**src/rtl/serial_sub_pkg.sv**
```systemverilog
// Shared types and defaults for the bit-serial subtractor.
package serial_sub_pkg;

  localparam int DEFAULT_WIDTH = 8;

  typedef enum logic [1:0] {
    IDLE  = 2'd0,
    SHIFT = 2'd1,
    DONE  = 2'd2
  } state_t;

endpackage

```
**src/rtl/serial_sub_fs_cell.sv**
```systemverilog
// One-bit full subtractor: d = x - y - bin, bout is the borrow out.
module fs_cell (
  input  logic x,
  input  logic y,
  input  logic bin,
  output logic d,
  output logic bout
);

  assign d    = x ^ y ^ bin;
  assign bout = (~x & y) | (~(x ^ y) & bin);

endmodule

```
**src/rtl/serial_sub.sv**
```systemverilog
// Bit-serial a - b, LSB first, one bit per clock; result valid on a one-cycle done pulse.
// Define SERIAL_SUB_OVF_EN to add the signed-overflow output ovf.
module serial_sub
  import serial_sub_pkg::*;
#(
  parameter int WIDTH = DEFAULT_WIDTH
) (
  input  logic             clk,
  input  logic             rst,
  input  logic             start,
  input  logic [WIDTH-1:0] a,
  input  logic [WIDTH-1:0] b,
  output logic             busy,
  output logic             done,
  output logic [WIDTH-1:0] diff,
  output logic             borrow
`ifdef SERIAL_SUB_OVF_EN
  ,
  output logic             ovf
`endif
);

  localparam int CW = $clog2(WIDTH + 1);
  localparam logic [CW-1:0] LAST = CW'(WIDTH - 1);

  state_t           state;
  logic [WIDTH-1:0] sa, sb, res;
  logic [CW-1:0]    cnt;
  logic             bin;
  logic             d, bout;
  logic [WIDTH-1:0] res_nxt;

  fs_cell u_cell (
    .x   (sa[0]),
    .y   (sb[0]),
    .bin (bin),
    .d   (d),
    .bout(bout)
  );

  // Result fills from the top so the last bit lands in the MSB.
  assign res_nxt = {d, res[WIDTH-1:1]};

`ifdef SERIAL_SUB_OVF_EN
  logic am, bm;
`endif

  always_ff @(posedge clk or posedge rst) begin
    if (rst) begin
      state  <= IDLE;
      sa     <= '0;
      sb     <= '0;
      res    <= '0;
      cnt    <= '0;
      bin    <= 1'b0;
      busy   <= 1'b0;
      done   <= 1'b0;
      diff   <= '0;
      borrow <= 1'b0;
`ifdef SERIAL_SUB_OVF_EN
      am     <= 1'b0;
      bm     <= 1'b0;
      ovf    <= 1'b0;
`endif
    end else begin
      case (state)
        IDLE, DONE: begin
          done <= 1'b0;
          if (start) begin
            sa    <= a;
            sb    <= b;
            bin   <= 1'b0;
            cnt   <= '0;
            busy  <= 1'b1;
            state <= SHIFT;
`ifdef SERIAL_SUB_OVF_EN
            am    <= a[WIDTH-1];
            bm    <= b[WIDTH-1];
`endif
          end else begin
            state <= IDLE;
          end
        end
        SHIFT: begin
          sa  <= sa >> 1;
          sb  <= sb >> 1;
          res <= res_nxt;
          bin <= bout;
          cnt <= cnt + 1'b1;
          if (cnt == LAST) begin
            state  <= DONE;
            busy   <= 1'b0;
            done   <= 1'b1;
            diff   <= res_nxt;
            borrow <= bout;
`ifdef SERIAL_SUB_OVF_EN
            ovf    <= (am != bm) && (d != am);
`endif
          end
        end
        default: begin
          state <= IDLE;
          busy  <= 1'b0;
          done  <= 1'b0;
        end
      endcase
    end
  end

endmodule

```
**config.mk**
```make
export PLATFORM = sky130hd
export DESIGN_NAME = serial_sub
export DESIGN_NICKNAME = d
export VERILOG_FILES = /design/src/rtl/serial_sub_pkg.sv /design/src/rtl/serial_sub_fs_cell.sv /design/src/rtl/serial_sub.sv
export SDC_FILE = /design/constraint.sdc
export NUM_CORES = 1
export LEC_CHECK = 0
export CAP_MARGIN = 20
export CORE_ASPECT_RATIO = 0.7
export CORE_MARGIN = 2
export CORE_UTILIZATION = 43
export CTS_CLUSTER_DIAMETER = 30
export DETAILED_ROUTE_END_ITERATION = 16
export MAX_ROUTING_LAYER = met4
export PLACE_DENSITY = 0.67
export SETUP_SLACK_MARGIN = 0.02
export SLEW_MARGIN = 20
export SYNTH_ARGS = -nofsm -noshare
export SYNTH_HDL_FRONTEND = slang
export SYNTH_HIERARCHICAL = 1
export SYNTH_SLANG_ARGS = --single-unit
export TNS_END_PERCENT = 50
```
**constraint.sdc**
```tcl
create_clock -name clk -period 1.84 [get_ports clk]
set_clock_uncertainty 0.15 [all_clocks]
set_input_delay 0.46 -clock clk [delete_from_list [all_inputs] [get_ports clk]]
set_output_delay 0.46 -clock clk [all_outputs]
set_load 0.005 [all_outputs]
```
==> metrics.log <==
[metrics] most used cells in the layout excluding fill and tap cells: dfrtp_1 (40), clkdlybuf4s50_1 (28), a22o_1 (19)
[metrics] die extent in y: 56.2 um
[metrics] global-route wire length before repair: 5230 um
[metrics] Worst EP required: 1.86 ns
[metrics] longest individual stage delay on the worst path: 0.40 ns
[metrics] total count of max-transition violations in the final report: 0
[metrics] HPWL after detailed placement: 2030 um
[metrics] detail-routed via count per cell: 5.13
[metrics] area share of fa/ha/maj cells after synthesis: 1.94%
[metrics] via count: 1047
[metrics] worst endpoint data arrival time: 1.79 ns
[metrics] DRC: 0
[metrics] global-route usage over all layers: 15.8%
[metrics] cell class contributing the biggest share of worst-path delay: flip-flops
[metrics] detail-routed net length per standard cell: 14.7 um
[metrics] Tightest Hold Check Type: flop to flop
[metrics] sequential cell area fraction in the yosys report: 59.7%
[metrics] Final Routed Wirelength: 3000 um
[metrics] count of max-cap constraint violations: 0
[metrics] vias in the first global route: 1096
[metrics] actual transition at the worst max-transition pin: 0.263 ns
[metrics] number of buffers added on ports: 29
[metrics] fraction of final layout cells with drive strength greater than 1: 22.1%
[metrics] highest ir drop seen on vdd: 0.799 mV
[metrics] clock-pin slew of the registers on the worst-case setup and hold paths: 0.08 ns
[metrics] maximum fanout encountered on the critical timing path: 10
[metrics] internal power: 2.64 mW
[metrics] most frequent standard cell in the layout excluding fill and tap cells: dfrtp_1
[metrics] layout net count: 174
[metrics] library cell contributing the largest single delay on the critical path: dfrtp_1
[metrics] proportion of synthesized area in mux cells: 12.6%
[metrics] die footprint: 4420 um2
[metrics] CTS H-tree lvls: 2
[metrics] TritonCTS clock tree: built
[metrics] XOR/XNOR Fraction of Synth Area: 0%
[metrics] synthesized-area fraction occupied by ao, oa, aoi and oai cells: 17.0%
[metrics] number of antenna diodes: 0
[metrics] cell row count: 18
[metrics] post-layout util: 60.1%
[metrics] iteration count of the initial detailed-routing pass: 2
[metrics] Period Utilization, post-route: 95.9%
[metrics] area of the mapped netlist: 1680 um2
[metrics] total CTS buffers: 5
[metrics] number of buffers and inverters on the critical path: 1
[metrics] violation count after the first detailed-routing iteration: 62
[metrics] status: complete, no violations
[metrics] Yosys reg bits: 40
[metrics] mean post-synth cell area: 14.3 um2
[metrics] Period minus WS final: 1.76 ns
[metrics] initial standard-cell utilization of the core: 46.2%
[metrics] largest net degree at the start of global routing: 41
[metrics] Placed Cells: 196
[metrics] post-CTS setup buffers: 0
[metrics] die outline width: 78.6 um
[metrics] FMAX: 567 MHz
[metrics] share of synthesized cell area in and, or, nand and nor gates: 4.41%
[metrics] endpoints failing hold: 0
[metrics] count of pins on the block boundary: 30
[metrics] Synthesized Nets: 138
[metrics] initial antenna violation count: 0
[metrics] power share of the sequential group: 41.2%
[metrics] clock sink count: 40
[metrics] Final Setup Violations: 0
[metrics] switching part of the total: 29.8%
[metrics] clk_lat worst skew: 0.29 ns
[metrics] power share of the clock group: 18.6%
[metrics] area post-placement: 2060 um2
[metrics] final design area excluding fillers: 2180 um2
[metrics] reported leakage power: 1.06 nW
[metrics] remaining antenna violation count after routing: 0
[metrics] Routability Congestion: 0.715
[metrics] switching pwr: 1.12 mW
[metrics] startpoint-to-endpoint class of the critical path: flop to flop
[metrics] Comb power frac: 40.2%
[metrics] dominant combinational cell family by area after synthesis: compound AO/OA/AOI/OAI gates
[metrics] Critical Path Sink Type: flop
[metrics] cell count after synthesis: 117
[metrics] fin cells: 204
[metrics] grt total ovfl: 0
[metrics] startpoint kind of the worst setup timing path: flop
[metrics] deepest clock path buffer count: 2
[metrics] Floorplan Core Area: 3630 um2
[metrics] post-route setup TNS: 0 ns
[metrics] Cell Pwr Density: 1720 nW/um2
[metrics] Ys Warns: 6
[metrics] unique cell type count in the Yosys netlist: 22
[metrics] synthesis-to-finish area growth: 30.0%
[metrics] worst hold slack: 0.333 ns
[metrics] fill count: 291
[metrics] root buffer cell: clkbuf_8
[metrics] Max-slew headroom: 82.4%
[metrics] cells traversed along the worst timing path: ha_2 > nand3b_1 > nor3b_2 > buf_6 > mux2_2
[metrics] number of buffers inserted by hold repair at cts: 0
==> worst register-to-register path: stages (launching register included) <==
cell	delay (ns)
dfrtp_1	0.40
ha_2	0.21
nand3b_1	0.14
nor3b_2	0.23
buf_6	0.18
mux2_2	0.35
==> power by group through the flow <==
| stage | combinational, mW | clock (mW) | sequential [mW] |
|---|---|---|---|
| floorplan | 1.04 | 0 | 1.50 |
| global placement | 1.47 | 0 | 1.54 |
| detailed placement | 1.52 | 0 | 1.56 |
| CTS | 1.53 | 0.717 | 1.55 |
| global route | 1.67 | 0.757 | 1.61 |
| finish | 1.51 | 0.697 | 1.55 |
==> what timing repair did <==
item                       CTS  global route
gates resized for setup      1             3
setup endpoints to repair    1             9
cloned                       0             0
pin swaps                    0             0
==> final cells by class <==
class / count / area [um2] / area share (%)
flip-flops and latches: 40 / 1000 / 46.0
well taps: 50 / 62.6 / 2.87
inverters: 4 / 15.0 / 0.689
clock inverters: 2 / 35.0 / 1.61
repair buffers: 36 / 383 / 17.6
multi-input cells: 66 / 609 / 28.0
clock buffers: 6 / 72.6 / 3.33
==> synthesized netlist by cell type, drive strengths merged <==
cell	instances	area, um2
a21o	15	113
dfrtp	40	1000
nor3b	1	7.51
o21ai	1	5.00
nand3b	2	15.0
nand2b	1	6.26
a22o	19	166
nor2b	3	28.8
inv	4	15.0
mux2	17	191
mux2i	2	20.0
nand4	1	6.26
ha	1	12.5
nor2	2	10.0
fa	1	20.0
buf	7	57.6
==> kinds of logic after synthesis <==
| group | after synthesis |
|---|---|
| DFF | 40 |
| AOI/OAI and AO/OA | 35 |
| muxes | 19 |
| buffers and inverters | 11 |
| and+or+nand+nor | 10 |
| adders and majority gates | 2 |
==> metal layers <==
layer,up-vias,global-route usage [%],share of wire (%)
met5,-,-,0
met4,0,6.77,1.5
met3,5,3.90,3.3
met2,17,21.7,45
met1,531,22.0,50
li1,494,-,-
==> stage by stage <==
step           total power, mW  setup slack, ns
2_1_floorplan             2.54            0.246
3_3_place_gp              3.01          -0.0751
3_5_place_dp              3.08           -0.106
4_1_cts                   3.80           0.0609
5_1_grt                   4.04          -0.0259
6_report                  3.76           0.0751
==> state kept, by name, indices dropped and copies added, names as in the netlist <==
signal / flops
busy: 1
sb: 8
done: 1
diff: 8
res: 7
state: 1
cnt: 4
sa: 8
bin: 1
borrow: 1
==> final timing paths <==
kind	from	to	slack, ns	cells after the start
min in group asynchronous	rst	diff[0]$_DFFE_PP0P_	0.38	3
setup / recovery	cnt[1]$_DFFE_PP0P_	diff[1]$_DFFE_PP0P_	0.08	5
setup reg to reg	cnt[1]$_DFFE_PP0P_	diff[1]$_DFFE_PP0P_	0.08	5
hold reg to reg	sb[1]$_DFFE_PP0P_	sb[1]$_DFFE_PP0P_	0.33	1
hold / removal	sb[1]$_DFFE_PP0P_	sb[1]$_DFFE_PP0P_	0.33	1
max in group asynchronous	rst	bin$_DFFE_PP0P_	0.97	3
Power figures use the tool's default switching activity.
